$ cat src/rtl/fetch_if.sv
// Fetch-stage bus: instruction-memory read channel, decode hand-off and PC export.
interface fetch_if;
  logic [31:0] pc;
  logic [31:0] npc;
  logic        imem_req;
  logic [31:0] imem_addr;
  logic        imem_ack;
  logic [31:0] imem_rdata;
  logic        id_valid;
  logic        id_ready;
  logic [31:0] id_instr;
  logic [31:0] instr_count;

  modport master (
    output pc, imem_req, imem_addr, id_valid, id_instr, instr_count,
    input  npc, imem_ack, imem_rdata, id_ready
  );

  modport slave (
    input  pc, imem_req, imem_addr, id_valid, id_instr, instr_count,
    output npc, imem_ack, imem_rdata, id_ready
  );
endinterface

$ cat src/rtl/fetch_unit.sv
// Instruction fetch: owns the PC, issues one imem read per instruction and holds
// the word for decode until accepted. All outputs come straight from flops.
module fetch_unit #(
  parameter logic [31:0] RESET_PC = 32'h0000_3000
) (
  input logic    clk,
  input logic    rst_n,
  fetch_if.master f
);

  typedef enum logic [1:0] {
    IDLE = 2'd0,
    REQ  = 2'd1,
    HOLD = 2'd2
  } state_e;

  state_e      state_q, state_d;
  logic [31:0] pc_q, pc_d;
  logic [31:0] instr_q, instr_d;
  logic [31:0] cnt_q, cnt_d;
  logic        req_q, req_d;
  logic        vld_q, vld_d;

  // Low npc bits are dropped: the PC is always word-aligned.
  logic npc_lo_unused;
  assign npc_lo_unused = ^f.npc[1:0];

  always_comb begin
    state_d = state_q;
    pc_d    = pc_q;
    instr_d = instr_q;
    cnt_d   = cnt_q;
    req_d   = req_q;
    vld_d   = vld_q;
    case (state_q)
      IDLE: begin
        state_d = REQ;
        req_d   = 1'b1;
      end
      REQ: begin
        if (f.imem_ack) begin
          instr_d = f.imem_rdata;
          state_d = HOLD;
          req_d   = 1'b0;
          vld_d   = 1'b1;
        end
      end
      HOLD: begin
        if (f.id_ready) begin
          pc_d    = {f.npc[31:2], 2'b00};
          cnt_d   = cnt_q + 32'd1;
          state_d = REQ;
          req_d   = 1'b1;
          vld_d   = 1'b0;
        end
      end
      default: begin
        state_d = IDLE;
        req_d   = 1'b0;
        vld_d   = 1'b0;
      end
    endcase
  end

  always_ff @(posedge clk or negedge rst_n) begin
    if (!rst_n) begin
      state_q <= IDLE;
      pc_q    <= RESET_PC;
      instr_q <= 32'd0;
      cnt_q   <= 32'd0;
      req_q   <= 1'b0;
      vld_q   <= 1'b0;
    end else begin
      state_q <= state_d;
      pc_q    <= pc_d;
      instr_q <= instr_d;
      cnt_q   <= cnt_d;
      req_q   <= req_d;
      vld_q   <= vld_d;
    end
  end

  assign f.pc          = pc_q;
  assign f.imem_addr   = pc_q;
  assign f.imem_req    = req_q;
  assign f.id_valid    = vld_q;
  assign f.id_instr    = instr_q;
  assign f.instr_count = cnt_q;

endmodule
$ cat src/flat_wrapper.sv
// flat-port wrapper written by rule: the top's interface ports become plain ports
module fetch_unit_flat 
#(
  parameter logic [31:0] RESET_PC = 32'h0000_3000
)
  (clk, rst_n, f_pc, f_imem_req, f_imem_addr, f_id_valid, f_id_instr, f_instr_count, f_npc, f_imem_ack, f_imem_rdata, f_id_ready);
  fetch_if f_i ();
  input logic clk;
  input logic rst_n;
  output wire logic [$bits(f_i.pc)-1:0] f_pc;
  output wire logic [$bits(f_i.imem_req)-1:0] f_imem_req;
  output wire logic [$bits(f_i.imem_addr)-1:0] f_imem_addr;
  output wire logic [$bits(f_i.id_valid)-1:0] f_id_valid;
  output wire logic [$bits(f_i.id_instr)-1:0] f_id_instr;
  output wire logic [$bits(f_i.instr_count)-1:0] f_instr_count;
  input wire logic [$bits(f_i.npc)-1:0] f_npc;
  input wire logic [$bits(f_i.imem_ack)-1:0] f_imem_ack;
  input wire logic [$bits(f_i.imem_rdata)-1:0] f_imem_rdata;
  input wire logic [$bits(f_i.id_ready)-1:0] f_id_ready;
  assign f_pc = f_i.pc;
  assign f_imem_req = f_i.imem_req;
  assign f_imem_addr = f_i.imem_addr;
  assign f_id_valid = f_i.id_valid;
  assign f_id_instr = f_i.id_instr;
  assign f_instr_count = f_i.instr_count;
  assign f_i.npc = f_npc;
  assign f_i.imem_ack = f_imem_ack;
  assign f_i.imem_rdata = f_imem_rdata;
  assign f_i.id_ready = f_id_ready;
  fetch_unit #(.RESET_PC(RESET_PC)) u_core (.clk(clk), .rst_n(rst_n), .f(f_i));
endmodule
$ cat config.mk
export PLATFORM = sky130hd
export DESIGN_NAME = fetch_unit_flat
export DESIGN_NICKNAME = d
export VERILOG_FILES = /design/src/rtl/fetch_if.sv /design/src/rtl/fetch_unit.sv /design/src/flat_wrapper.sv
export SDC_FILE = /design/constraint.sdc
export NUM_CORES = 1
export LEC_CHECK = 0
export CORE_ASPECT_RATIO = 0.9
export CORE_MARGIN = 1
export CORE_UTILIZATION = 25
export CTS_CLUSTER_DIAMETER = 30
export CTS_CLUSTER_SIZE = 10
export DETAILED_ROUTE_END_ITERATION = 6
export DONT_BUFFER_PORTS = 1
export SETUP_SLACK_MARGIN = 0.02
export SYNTH_ARGS = -nofsm -noshare
export SYNTH_HDL_FRONTEND = slang
export SYNTH_SLANG_ARGS = --single-unit
$ cat constraint.sdc
create_clock -name clk -period 4.7 [get_ports clk]
set_clock_uncertainty 0.1 [all_clocks]
set_input_delay 1.41 -clock clk [delete_from_list [all_inputs] [get_ports clk]]
set_output_delay 1.41 -clock clk [all_outputs]
set_load 0.02 [all_outputs]
==> results.md <==
Run status:
- The run finished with clean final reports.

STA:
- The final-layout setup total negative slack is 0 ps.
- The setup violation total in the final timing report is 0.
- The count of pins over their slew limit came to 0.
- The final-report hold violation count is 0.
- Measured against its own limit, the worst slew margin works out to 33.10%.
- At the pin with the least slew margin, the transition time is 998.0 ps.
- The final worst-path cycle share is 64.16%.
- Derived from the worst setup path, the maximum achievable clock frequency is 331.6 MHz.
- After layout, the minimum clock period comes to 3015 ps.
- Setup repair after global routing left no endpoint under its margin.

Worst hold path:
- The worst hold path terminates at u_core.f.imem_addr[13]$_DFFE_PN1P_.
- The instance count along the most critical hold path is 2.
- The worst min-delay path startpoint is u_core.f.imem_addr[13]$_DFFE_PN1P_.
- In this run the worst hold path is classified as flop to flop.

Job:
- The number of max-cap violations is 0.

Setup path:
- The number of buffer and inverter instances along the worst setup path is 0.
- The startpoint identified for the worst register-to-register timing path is u_core.state_q[0]$_DFFE_PN0P_.
- Of all nets on the critical path, the largest fanout is 36.
- The endpoint kind of the worst setup timing path is a flop.
- STA puts the critical path data arrival time at 3180 ps.
- For this run, the slowest stage of the critical path takes 940 ps.
- The slack of the worst reg-to-reg path is 2070 ps.
- The critical path is of the primary input to flop type.
- For this design, the slowest cell found on the critical path is nor3_2.
- The worst setup path is launched from a primary input.
- The reg-to-reg critical path endpoint is u_core.f.instr_count[9]$_DFFE_PN0P_.
- The number of cells on the worst reg-to-reg path is 4.
- The required time of the worst setup path is 4860 ps.
- The signal on the critical path passes through nand3b_4, nor3_2, and3_2, xor2_1.
- On the critical path the largest part of the delay comes from simple AND/OR/NAND/NOR gates.

Cells and area:
- The top cell types in the final layout, fill and taps aside, are nand2_1, dfrtp_1, mux2_2.
- Relative to the synthesized area, the layout overhead comes to 7.905%.
- The share of cells above drive strength 1 is 17.48%.
- For this run, the post-layout net count is 413.
- The number of antenna diodes is 0.
- The final standard cell count with taps included and fillers excluded is 556.
- The library cell used most frequently in the layout, excluding fill and tap cells, is nand2_1.

Pwr:
- Across the VDD grid, the largest voltage drop is 0.3324 mV.
- The leakage dissipation is 2.024 nW.
- The power density of the placed cells is 703.1 mW/mm2.

Global routing:
- The largest net degree at the start of global routing is 98.
- The first global-routing pass estimated 14410 um of wire.
- The all-layer global routing usage is 10.71%.
- The initial antenna violation count is 0.
- The number of global-route vias before repair came to 2747.
- The overall overflow remaining after global route is 0.

Routing:
- For this run, design rule violations remaining after detail routing come to 0.
- The average detailed-routed wire length per instance is 15.59 um.
- The total iterations of the first detailed-routing run is 4.
- After detailed routing, the number of vias per cell comes to 4.504.
- The residual antenna-violating net count after detailed routing is 0.
- The number of DRC markers after the initial detailed-route iteration is 89.
- The detailed router placed 2504 vias in this run.
- The total routed wirelength is 8667 um.

Yosys:
- The number of different library cells in the post-synthesis netlist is 29.
- The number of flops mapped to enable cells by yosys is 0.
- Each instance of the synthesized netlist takes up on average 11.13 um2.
- The cell area after technology mapping is 0.004163 mm2.
- The predominant post-synthesis flop cell is dfrtp_1.
- The count of synthesis-stage warnings from yosys is 0.
- The sequential area share after synthesis is 58.37%.
- The share of synthesized flip-flops with an asynchronous set or reset is 100.0%.
- Synthesis produced a netlist whose cell count is 374.
- After synthesis the netlist holds a flip-flop and latch count of 97.

Floorplanning:
- Measured along the y axis, the die boundary spans 124.4 um.
- The initial utilization of the core area, before any placement, comes to 25.72%.
- The number of rows created at floorplan is 44.
- In this run the horizontal extent of the chip is 138.0 um.
- The I/O pin total is 198.
- The area of the die is 0.01717 mm2.
- The floorplan step defined a core boundary enclosing 0.01619 mm2.

CTS:
- The number of buffers inserted during clock tree synthesis is 9.
- The clock transition time at the flip-flop clock pins of the worst setup and hold paths is 70 ps.
- The TritonCTS sink count is 97.
- For this design, the CTS-stage hold fixing added 0 buffers.
- The total number of H-tree levels is 3.
- At the later pin of the worst-skew pair, clock insertion delay measures 340 ps.
- Once the clock tree was built, the setup fixing pass inserted 0 buffers.
- In this run the deepest clock path goes through 2 buffers.
- The CTS tree is built.
- The cell at the root of the clock tree is clkbuf_16.
- The quantity of gates resized following cts is 0.

Placed design:
- The number of placed instances with taps included is 540.
- The final HPWL from detailed placement is 5997 um.
- Routability-driven placement finished with a final weighted congestion of 0.7488.
- The count of buffers added on input and output ports is 0.
[worst max-delay path by stage]
stage / to / depth (start not counted) / startpoint / slack, ps
floorplan: u_core.f.instr_count[19]$_DFFE_PN0P_ / 5 / f_id_ready / 2260
global placement: u_core.f.instr_count[9]$_DFFE_PN0P_ / 4 / f_id_ready / 1340
finish: u_core.f.instr_count[9]$_DFFE_PN0P_ / 4 / f_id_ready / 1680
CTS: u_core.f.instr_count[9]$_DFFE_PN0P_ / 4 / f_id_ready / 1630
detailed placement: u_core.f.instr_count[9]$_DFFE_PN0P_ / 4 / f_id_ready / 1260
global route: u_core.f.instr_count[19]$_DFFE_PN0P_ / 4 / f_id_ready / 1510
[metrics by stage]
stage	utilization (%)	hold WS [ps]	worst slack, ps	instance area [um2]	total power [mW]
2_1_floorplan	-	397.7	2260	4174	2.355
3_3_place_gp	25.58	454.5	1335	4140	2.295
3_5_place_dp	25.58	472.4	1261	4140	2.336
4_1_cts	27.75	482.5	1634	4492	3.214
5_1_grt	27.75	506.7	1510	4492	3.335
6_report	27.75	480.2	1685	4492	3.158
[cells by family after synthesis]
kind of cell	after synthesis	synth area share, %
AO/OA/AOI/OAI	3	0.4206
XOR/XNOR	31	6.523
adder cells (fa/ha/maj)	1	0.3005
buffers and inverters	49	7.724
flip-flops	97	58.37
multiplexers	32	8.657
other	1	0.09008
AND/OR/NAND/NOR	160	17.91
[layer usage]
layer	global-route usage, %	share of wire, %	vias to the layer above
met4	3.878	1.4	0
met1	11.69	40	1247
met2	18.53	50	125
li1	-	-	1122
met3	4.421	8.7	10
met5	0	0	-
[worst min-delay path, cell delays in order, from the launching register on]
cell and delay, ps:
dfstp_2 440, nand2_1 90, nand2_1 50
[synthesized netlist by cell type, drive strengths merged (2+ instances only)]
cell type | count | area share, %
nand3 | 14 | 1.7
nor3 | 2 | 0.48
clkbuf | 6 | 0.54
nand2 | 106 | 9.6
inv | 3 | 0.27
mux2 | 32 | 8.7
nand4 | 17 | 2.7
dfrtp | 95 | 57
and2 | 3 | 0.45
and3 | 3 | 0.48
buf | 40 | 6.9
xnor2 | 28 | 5.9
xor2 | 3 | 0.63
nor4 | 3 | 0.81
dfstp | 2 | 1.3
nor2 | 8 | 0.72
[registers in the layout, indices dropped and copies added (netlist names)]
signal,count
u_core.f.id_valid,1
u_core.state_q,2
u_core.f.imem_addr,30
u_core.f.id_instr,32
u_core.f.instr_count,32
[where the power goes]
group	internal [mW]	total (mW)	switching, mW	leakage, nW
Sequential	1.12	1.89	0.766	1.22
Combinational	0.224	0.418	0.194	0.627
Clock	0.536	0.852	0.316	0.173
Total	1.88	3.16	1.28	2.02
[layout make-up]
type | count | area (um2)
fill | 1688 | 11690
inverter | 3 | 11.26
clock inverter | 6 | 112.6
clock buffer | 10 | 239.0
sequential | 97 | 2430
multi-input combinational | 231 | 1425
tap | 207 | 259.0
timing repair buffer | 2 | 15.01
(Power assumes the default switching activity.)
